<file path="src/rtl/v_ch_pkg.sv">
// rtl/v_ch_pkg.sv - transfer size codes and size-to-byte-count helper shared by v_ch_pack_fifo
package v_ch_pkg;

  typedef enum logic [1:0] {
    SZ_BYTE  = 2'd0,
    SZ_HALF  = 2'd1,
    SZ_WORD  = 2'd2,
    SZ_DWORD = 2'd3
  } size_e;

  function automatic logic [3:0] size_bytes(input logic [1:0] size);
    return 4'd1 << size;
  endfunction

endpackage

</file>
<file path="src/rtl/v_byte_lane_fifo.sv">
// rtl/v_byte_lane_fifo.sv - one 8-bit byte lane of the packing FIFO
// Storage is unreset; occupancy is tracked by the parent, so only pointers live here.
module v_byte_lane_fifo #(
  parameter int DEPTH = 4
) (
  input  logic       clk,
  input  logic       areset,
  input  logic       flush,
  input  logic       push,
  input  logic [7:0] din,
  input  logic       pop,
  output logic [7:0] dout
);

  localparam int AW = $clog2(DEPTH);

  logic [7:0]    mem [DEPTH];
  logic [AW-1:0] wp;
  logic [AW-1:0] rp;

  always_ff @(posedge clk or negedge areset) begin
    if (!areset) begin
      wp <= '0;
      rp <= '0;
    end else if (flush) begin
      wp <= '0;
      rp <= '0;
    end else begin
      if (push) wp <= wp + AW'(1);
      if (pop)  rp <= rp + AW'(1);
    end
  end

  always_ff @(posedge clk) begin
    if (push && !flush) mem[wp] <= din;
  end

  assign dout = mem[rp];

endmodule

</file>
<file path="src/rtl/v_ch_pack_fifo.sv">
// rtl/v_ch_pack_fifo.sv - byte-packing FIFO with sized, lane-offset writes and reads
// Optional sticky protocol error flag built only when V_CH_PACK_FIFO_ERR_EN is defined.
module v_ch_pack_fifo
  import v_ch_pkg::*;
#(
  parameter int DATA_W = 32,
  parameter int DEPTH  = 4
) (
  input  logic                                  clk,
  input  logic                                  areset,
  input  logic                                  flush_i,
  input  logic                                  wr_valid_i,
  output logic                                  wr_ready_o,
  input  logic [DATA_W-1:0]                     wr_data_i,
  input  logic [1:0]                            wr_size_i,
  input  logic [$clog2(DATA_W/8)-1:0]           wr_offset_i,
  input  logic                                  rd_valid_i,
  output logic                                  rd_ready_o,
  input  logic [1:0]                            rd_size_i,
  input  logic [$clog2(DATA_W/8)-1:0]           rd_offset_i,
  output logic [DATA_W-1:0]                     rd_data_o,
  output logic                                  rd_data_valid_o,
  output logic [$clog2(DATA_W/8*DEPTH):0]       level_o,
  output logic                                  empty_o,
  output logic                                  full_o,
  output logic                                  err_o,
  input  logic                                  err_clr_i
);

  localparam int BYTES = DATA_W / 8;
  localparam int LB    = $clog2(BYTES);
  localparam int CAP   = BYTES * DEPTH;
  localparam int PW    = $clog2(CAP);
  localparam int LW    = PW + 1;
  localparam logic [3:0]    BYTES_N = 4'(BYTES);
  localparam logic [LW-1:0] CAP_N   = LW'(CAP);

  logic [PW-1:0]     wptr;
  logic [PW-1:0]     rptr;
  logic [3:0]        wr_nb;
  logic [3:0]        rd_nb;
  logic [LW-1:0]     n_wr;
  logic [LW-1:0]     n_rd;
  logic              wr_legal;
  logic              rd_legal;
  logic              wr_acc;
  logic              rd_acc;
  logic [BYTES-1:0]  push;
  logic [BYTES-1:0]  pop;
  logic [7:0]        din  [BYTES];
  logic [7:0]        dout [BYTES];
  logic [DATA_W-1:0] rd_next;

  assign wr_nb    = size_bytes(wr_size_i);
  assign rd_nb    = size_bytes(rd_size_i);
  assign wr_legal = (wr_nb <= BYTES_N);
  assign rd_legal = (rd_nb <= BYTES_N);
  assign n_wr     = LW'(wr_nb);
  assign n_rd     = LW'(rd_nb);

  assign wr_ready_o = !flush_i && wr_legal && ((CAP_N - level_o) >= n_wr);
  assign rd_ready_o = !flush_i && rd_legal && (level_o >= n_rd);
  assign wr_acc     = wr_valid_i && wr_ready_o;
  assign rd_acc     = rd_valid_i && rd_ready_o;

  assign empty_o = (level_o == '0);
  assign full_o  = (level_o == CAP_N);

  // j is the transfer byte index that maps onto lane k; lanes with j >= n are untouched.
  always_comb begin
    logic [LB-1:0] j;
    logic [LB-1:0] l;
    push    = '0;
    pop     = '0;
    rd_next = '0;
    for (int k = 0; k < BYTES; k++) begin
      j       = LB'(k) - wptr[LB-1:0];
      l       = wr_offset_i + j;
      din[k]  = wr_data_i[8*l +: 8];
      push[k] = wr_acc && (LW'(j) < n_wr);
      j       = LB'(k) - rptr[LB-1:0];
      pop[k]  = rd_acc && (LW'(j) < n_rd);
      j       = LB'(k) - rd_offset_i;
      l       = rptr[LB-1:0] + j;
      if (LW'(j) < n_rd) rd_next[8*k +: 8] = dout[l];
    end
  end

  for (genvar g = 0; g < BYTES; g++) begin : g_lane
    v_byte_lane_fifo #(
      .DEPTH(DEPTH)
    ) u_lane (
      .clk   (clk),
      .areset(areset),
      .flush (flush_i),
      .push  (push[g]),
      .din   (din[g]),
      .pop   (pop[g]),
      .dout  (dout[g])
    );
  end

  always_ff @(posedge clk or negedge areset) begin
    if (!areset) begin
      wptr            <= '0;
      rptr            <= '0;
      level_o         <= '0;
      rd_data_o       <= '0;
      rd_data_valid_o <= 1'b0;
    end else begin
      rd_data_valid_o <= rd_acc;
      if (rd_acc) rd_data_o <= rd_next;
      if (flush_i) begin
        wptr    <= '0;
        rptr    <= '0;
        level_o <= '0;
      end else begin
        if (wr_acc) wptr <= wptr + PW'(n_wr);
        if (rd_acc) rptr <= rptr + PW'(n_rd);
        level_o <= level_o + (wr_acc ? n_wr : '0) - (rd_acc ? n_rd : '0);
      end
    end
  end

`ifdef V_CH_PACK_FIFO_ERR_EN
  logic err_set;

  assign err_set = (wr_valid_i && (!wr_legal || (|(wr_offset_i & LB'(wr_nb - 4'd1))))) ||
                   (rd_valid_i && (!rd_legal || (|(rd_offset_i & LB'(rd_nb - 4'd1)))));

  always_ff @(posedge clk or negedge areset) begin
    if (!areset)        err_o <= 1'b0;
    else if (err_set)   err_o <= 1'b1;
    else if (err_clr_i) err_o <= 1'b0;
  end
`else
  logic unused_err_clr;
  assign unused_err_clr = err_clr_i;
  assign err_o          = 1'b0;
`endif

endmodule

</file>
<file path="config.mk">
export PLATFORM = sky130hd
export DESIGN_NAME = v_ch_pack_fifo
export DESIGN_NICKNAME = d
export VERILOG_FILES = /design/src/rtl/v_ch_pkg.sv /design/src/rtl/v_byte_lane_fifo.sv /design/src/rtl/v_ch_pack_fifo.sv
export SDC_FILE = /design/constraint.sdc
export NUM_CORES = 1
export LEC_CHECK = 0
export BUFFER_PORTS_ARGS = -buffer_cell sky130_fd_sc_hd__buf_2
export CAP_MARGIN = 10
export CORE_MARGIN = 5
export CORE_UTILIZATION = 30
export CTS_CLUSTER_SIZE = 20
export DETAILED_ROUTE_END_ITERATION = 16
export GPL_TIMING_DRIVEN = 0
export SLEW_MARGIN = 20
export SYNTH_ARGS = -nofsm -noshare
export SYNTH_HDL_FRONTEND = slang
export SYNTH_HIERARCHICAL = 1
export SYNTH_SLANG_ARGS = --single-unit
</file>
<file path="constraint.sdc">
create_clock -name clk -period 3.8 [get_ports clk]
set_input_delay 0.19 -clock clk [delete_from_list [all_inputs] [get_ports clk]]
set_output_delay 0.19 -clock clk [all_outputs]
set_load 0.02 [all_outputs]
</file>
==> results.cfg, run 1 <==
[worst_setup_path]
start_to_end_type_of_the_worst_setup_path = flip-flop to flip-flop
r2r-end = level_o[3]
worst_ep_required_ns = 4.10
cp-endpoint = level_o[3]
setup.reg_to_reg.worst_slack_ns = 0.22
reg2reg_from = level_o[1]
critical_path_peak_fanout = 8
cp.arrival_ns = 3.87
critical_path.startpoint_type = flip-flop
critPathLaunch = level_o[1]
cp-end-kind = flip-flop
worst_r2r_path_depth = 15

[synth]
synthesis.yosys.warnings = 6
synth_top_area_cell = sky130_fd_sc_hd__edfxtp_1
synth-seq-area-share_pct = 53.6
ys_seq_elements = 186
postSynthCellCount = 592
yosys.area.top_type_share_pct = 38.9
synth.lib_cells_used.distinct = 45
ys.flop_type = sky130_fd_sc_hd__edfxtp_1
cell_area_after_synthesis_um2 = 9880
synth.top_cells.by_area = sky130_fd_sc_hd__edfxtp_1 (39%), sky130_fd_sc_hd__mux4_2 (20%), sky130_fd_sc_hd__dfrtp_1 (15%)
synth_enable_flop_cells = 128
async_flop_share_pct = 31.2
synth_area_per_cell_um2 = 16.7

[status]
status = completed

[min_path]
hp-class = input pin to asynchronous set/reset pin

[timing]
finalClockSkew_ns = 0.0124
period_needed_ns = 3.58
rsz0062_at_grt = false
finalSetupViolCount = 0
fmax_mhz = 280
pin_slew_with_the_least_headroom_to_its_limit_ns = 0.813
maxSlewHeadroom_pct = 45.5
timing.final.max_slew_violations = 0
min_setup_slack_post_route_ns = 0.224
hold_vio_cnt_final = 0
post-route-period-util_pct = 94.1

[power]
p_sw_mw = 2.45
power_mw = 7.09
power.internal_mw = 4.64
power.share.switching_pct = 34.6
combPwrFrac_pct = 36.4
vdd_ir_drop_max_uv = 298
powerDensity_nw_per_um2 = 609
power_leakage_nw = 4.37
seq_power_share_pct = 38.3
pwr-share-clk_pct = 25.3

[cts]
cts.sink_count = 186
clock_tree.buffer_depth = 2
cts.htree.levels = 4
cts_inserted_buffers = 17
worst_skew_late_latency_ns = 0.43
clock_tree.root_cell = sky130_fd_sc_hd__clkbuf_16
tritoncts = done
clkSlewWorstSetupHoldPaths_ns = 0.08

[routing]
routed_via_count = 5614
routed_via_density = 4.84
finalWirelength_mm = 21.9
routedWlPerCell_um = 18.8
first_pass_iters = 5
drc = 0
antenna_left = 0
first_iter_violations = 388

[final_layout]
share_of_post_route_cells_with_drive_strength_above_1_pct = 36.8
design_area_um2 = 11600
syn2layout_area_growth_pct = 17.8
finish.net_count = 807
fill_cells = 3155

[floorplanning]
core_um2 = 32500
die_area_um2 = 36700
die_width_um = 192
start_util_pct = 30.4
io_pins = 89
rows = 66
die_height_um = 192

[global_routing]
grtUsageTotal_pct = 12.3
antenna_found_initial = 0
grt_max_degree = 53
gr-total-overflow = 0
grt_first_pass_wirelength_mm = 33.8
grt_pass1_vias = 5649

[placement]
finalWeightedCongestion = 0.789
dp_slack_ns = -0.589
io_buffer_count = 86
detailed_place_hpwl_mm = 16.8
postPlaceCellArea_um2 = 10900

[run]
maxCapViolations = 0
-- worst max-delay path: stages (launching register included) --
cell and delay (ns):
sky130_fd_sc_hd__dfrtp_2 0.41, sky130_fd_sc_hd__inv_1 0.09, sky130_fd_sc_hd__ha_1 0.21, sky130_fd_sc_hd__and3_1 0.21
sky130_fd_sc_hd__ha_1 0.31, sky130_fd_sc_hd__nand2b_4 0.10, sky130_fd_sc_hd__a211o_1 0.15, sky130_fd_sc_hd__o2111ai_4 0.20
sky130_fd_sc_hd__or2_1 0.30, sky130_fd_sc_hd__fa_2 0.56, sky130_fd_sc_hd__inv_1 0.05, sky130_fd_sc_hd__ha_1 0.28
sky130_fd_sc_hd__a21o_1 0.18, sky130_fd_sc_hd__a21oi_1 0.18, sky130_fd_sc_hd__xor2_1 0.16, sky130_fd_sc_hd__nor2_1 0.05
-- cell type report --
type,count,area (um^2),area share [%]
sequential,186,5300,45.5
multi-input combinational,339,4330,37.2
tap,442,553,4.75
timing repair buffer,95,523,4.49
clock buffer,17,425,3.65
clock inverter,15,188,1.61
buffer,25,169,1.45
inverter,41,159,1.36
antenna,1,2.50,0.0215
-- cells in the mapped netlist, types with 8 or more instances --
| library cell | number |
|---|---|
| sky130_fd_sc_hd__xnor2_1 | 18 |
| sky130_fd_sc_hd__mux4_2 | 89 |
| sky130_fd_sc_hd__buf_6 | 8 |
| sky130_fd_sc_hd__a22o_1 | 32 |
| sky130_fd_sc_hd__inv_1 | 36 |
| sky130_fd_sc_hd__nor2_1 | 35 |
| sky130_fd_sc_hd__a21oi_1 | 20 |
| sky130_fd_sc_hd__clkbuf_1 | 9 |
| sky130_fd_sc_hd__and2_1 | 16 |
| sky130_fd_sc_hd__ha_1 | 48 |
| sky130_fd_sc_hd__edfxtp_1 | 128 |
| sky130_fd_sc_hd__fa_1 | 8 |
| sky130_fd_sc_hd__buf_2 | 8 |
| sky130_fd_sc_hd__dfrtp_1 | 58 |
-- power groups by stage --
stage	Sequential, mW	Clock, mW	Combinational [mW]
floorplan	2.92	0	1.59
global placement	2.76	0	2.47
detailed placement	2.77	0	2.52
CTS	2.72	1.84	2.54
global route	2.74	1.94	2.83
finish	2.71	1.80	2.58
-- state kept, by name, indices dropped and copies added (netlist names) --
signal             count
wptr                   2
level_o                5
g_lane.u_lane/wp       8
rd_data_valid_o        1
g_lane.u_lane/mem    128
rptr                   2
rd_data_o             32
g_lane.u_lane/rp       8
-- per-layer routing --
metal	global-route usage, %	vias to the layer above	part of all wire (%)
met5	0	-	0
met4	2.43	0	0.64
met3	2.96	8	7.2
met2	18.0	170	44
met1	18.6	2895	48
li1	-	2541	-
-- logic make-up after synthesis --
| family | after synthesis | synth area share (%) |
|---|---|---|
| xor+xnor | 26 | 2.80 |
| compound gates | 65 | 4.94 |
| fa+ha+maj | 56 | 7.70 |
| buf+inv | 68 | 3.38 |
| mux | 103 | 22.9 |
| flops | 186 | 53.6 |
| simple gates | 86 | 4.66 |
| other cells | 2 | 0.0760 |
-- worst min-delay path by stage --
stage	start	endpoint	slack, ns	cells after the start
3_3_place_gp	rd_data_o[17]	rd_data_o[17]	0.49	1
2_1_floorplan	areset	g_lane[0].u_lane/rp[0]	-0.11	0
3_5_place_dp	areset	g_lane[0].u_lane/wp[0]	0.03	1
5_1_grt	areset	wptr[0]	0.11	2
6_report	areset	wptr[0]	0.12	2
4_1_cts	areset	g_lane[0].u_lane/wp[0]	0.1	2
-- per-stage QoR --
| step | instances | setup TNS, ns | util [%] | hold slack, ns |
|---|---|---|---|---|
| floorplan | 593 | 0 | - | -0.106 |
| global placement | 1121 | -1.50 | 33.4 | 0.486 |
| detailed placement | 1122 | -1.70 | 33.5 | 0.0319 |
| CTS | 1155 | 0 | 35.5 | 0.0994 |
| global route | 1160 | 0 | 35.8 | 0.109 |
| finish | 1161 | 0 | 35.8 | 0.116 |
-- repair_timing --
action,CTS,global route
hold buffers,1,0
gates resized for setup,6,13
buffers inserted,1,6
endpoints found under the setup margin,2,2
pin swaps,1,3
hold endpoints to repair,58,0
-- layout by cell type, fill, tap and decap left out, types with 6 or more instances in the layout --
master and count:
sky130_fd_sc_hd__a21oi_1 20, sky130_fd_sc_hd__a22o_1 32, sky130_fd_sc_hd__and2_1 16, sky130_fd_sc_hd__buf_2 91, sky130_fd_sc_hd__buf_4 10, sky130_fd_sc_hd__buf_6 8, sky130_fd_sc_hd__clkbuf_1 8, sky130_fd_sc_hd__clkbuf_16 17
sky130_fd_sc_hd__dfrtp_1 56, sky130_fd_sc_hd__edfxtp_1 128, sky130_fd_sc_hd__fa_1 6, sky130_fd_sc_hd__ha_1 47, sky130_fd_sc_hd__inv_1 35, sky130_fd_sc_hd__mux4_1 7, sky130_fd_sc_hd__mux4_2 89, sky130_fd_sc_hd__nand2b_1 6
sky130_fd_sc_hd__nor2_1 33, sky130_fd_sc_hd__xnor2_1 17
Power figures use the tool's default switching activity.
==> inputs of run 2 (changes only) <==
PLACE_DENSITY = 0.47   (was not set)
==> results.cfg, run 2 (synthesis gave the netlist of run 1 again) <==
[status]
status = completed

[final_layout]
stdcell_count = 1162
layout.cells.most_common = sky130_fd_sc_hd__edfxtp_1
top_regs = g_lane.u_lane/mem (128), rd_data_o (32)
largest_register_ffs = 128
finish.net_count = 809
antenna_cells = 0
largest_register = g_lane.u_lane/mem
syn2layout_area_growth_pct = 17.7
share_of_post_route_cells_with_drive_strength_above_1_pct = 36.7
layout_common_cells = sky130_fd_sc_hd__edfxtp_1 (128), sky130_fd_sc_hd__buf_2 (91), sky130_fd_sc_hd__mux4_2 (89)

[routing]
routedWlPerCell_um = 20.7
detailroute.wirelength.met2_mm = 11.5
finalWirelength_mm = 24.0
routed_via_count = 5676
first_pass_iters = 5
met3_length_mm = 1.12
routed_via_density = 4.88
route.layer.met1.wl_mm = 11.2
routed.top_layer = met4
first_iter_violations = 313
antenna_left = 0
drc = 0

[worst_setup_path]
cp-end-kind = flip-flop
critical_path_peak_fanout = 8
timing.critical_path.slowest_stage_cell = sky130_fd_sc_hd__fa_1
worst_r2r_path_depth = 15
cp.arrival_ns = 3.90
setup.reg_to_reg.worst_slack_ns = 0.19
worstPathCellList = inv_1 > ha_1 > and3_1 > ha_1 > nand2b_4 > a211o_1 > o2111ai_4 > or2_1 > fa_1 > inv_1 > ha_1 > a21o_1 > a21oi_2 > xor2_1 > nor2_1
start_to_end_type_of_the_worst_setup_path = flip-flop to flip-flop
worst_ep_required_ns = 4.09
r2r-end = level_o[3]
critical_path.startpoint_type = flip-flop
crit_path_frequent_cell = sky130_fd_sc_hd__ha_1
reg2reg_from = level_o[1]
timing.critical_path.slowest_cell_delay_ns = 0.58

[power]
power_mw = 7.11
powerDensity_nw_per_um2 = 611
vdd_ir_drop_max_uv = 288
power_leakage_nw = 4.37

[min_path]
hp-class = input pin to flip-flop
timing.hold.worst.start = rd_valid_i
worst_hold_endpoint = rptr[0]
hold_depth = 4

[global_routing]
antenna_found_initial = 0
grtUsageTotal_pct = 13.8
grt_first_pass_wirelength_mm = 37.5
grt_pass1_vias = 6120
grt_max_degree = 47
gr-total-overflow = 0

[timing]
rsz0062_at_grt = true
accumulated_negative_setup_slack_ns = 0
period_needed_ns = 3.61
hold_vio_cnt_final = 0
finalClockSkew_ns = 0.0155
fin_hold_ws_ns = 0.171
post-route-period-util_pct = 94.9
finalSetupViolCount = 0
timing.final.max_slew_violations = 0
maxSlewHeadroom_pct = 42.5
pin_slew_with_the_least_headroom_to_its_limit_ns = 0.856
min_setup_slack_post_route_ns = 0.194
fmax_mhz = 277

[placement]
finalWeightedCongestion = 0.805
dp_slack_ns = -0.696
io_buffer_count = 86
detailed_place_hpwl_mm = 18.7
dp_cells = 1122

[floorplanning]
die_height_um = 192
start_util_pct = 30.4
die_area_um2 = 36700
rows = 66
core_um2 = 32500
die_width_um = 192
io_pins = 89

[cts]
clock_tree.buffer_depth = 2
cts.sink_count = 186
cts.htree.levels = 4
clock_tree.root_cell = sky130_fd_sc_hd__clkbuf_16
tritoncts = done
cts_inserted_buffers = 17
clkSlewWorstSetupHoldPaths_ns = 0.07
worst_skew_late_latency_ns = 0.43

[run]
maxCapViolations = 0
-- run 2: worst max path at each step --
stage,start,to,depth (start not counted)
after floorplan,rd_size_i[1],level_o[4],19
after global placement,rd_size_i[1],level_o[4],23
after detailed placement,rd_size_i[1],level_o[4],23
after CTS,level_o[3],level_o[4],16
after global routing,level_o[0],level_o[4],19
final,level_o[1],level_o[3],15
-- run 2: stage by stage --
step / area [um^2] / util [%]
5_1_grt: 11600 / 35.7
3_3_place_gp: 10900 / 33.4
6_report: 11600 / 35.7
2_1_floorplan: 9890 / -
4_1_cts: 11500 / 35.5
3_5_place_dp: 10900 / 33.5
-- run 2: repair_timing --
action	CTS	global route
gates resized for setup	8	11
setup buffers	2	7
hold buffers	1	0
hold endpoints to repair	58	0
endpoints found under the setup margin	2	2
pin swaps	1	7
-- run 2: final cells by class --
class,count,area (um^2)
Clock buffer,18,439
Clock inverter,14,150
Timing Repair Buffer,97,538
Fill cell,3147,20900
Tap cell,442,553
Multi-Input combinational cell,339,4310
Buffer,25,181
Sequential cell,186,5300
Inverter,41,159
-- run 2: worst max-delay path, delay by kind of cell (launching register included) --
family                   cells  cell delay [ns]
XOR/XNOR                     1             0.16
AND/OR/NAND/NOR              4             0.68
adder cells (fa/ha/maj)      4             1.39
flip-flops                   1             0.41
AO/OA/AOI/OAI                4             0.70
buffers and inverters        2             0.15
-- run 2: power breakdown --
group          total [mW]  switching, mW  internal [mW]
Clock                1.76          0.810          0.947
Sequential           2.70          0.132           2.57
Combinational        2.64           1.46           1.18
-- run 2: per-layer routing --
metal  track usage [%]  up-vias
met5                 0        -
met4              2.85        0
met3              2.67       10
met2              22.3      146
met1              19.4     2979
li1                  -     2541
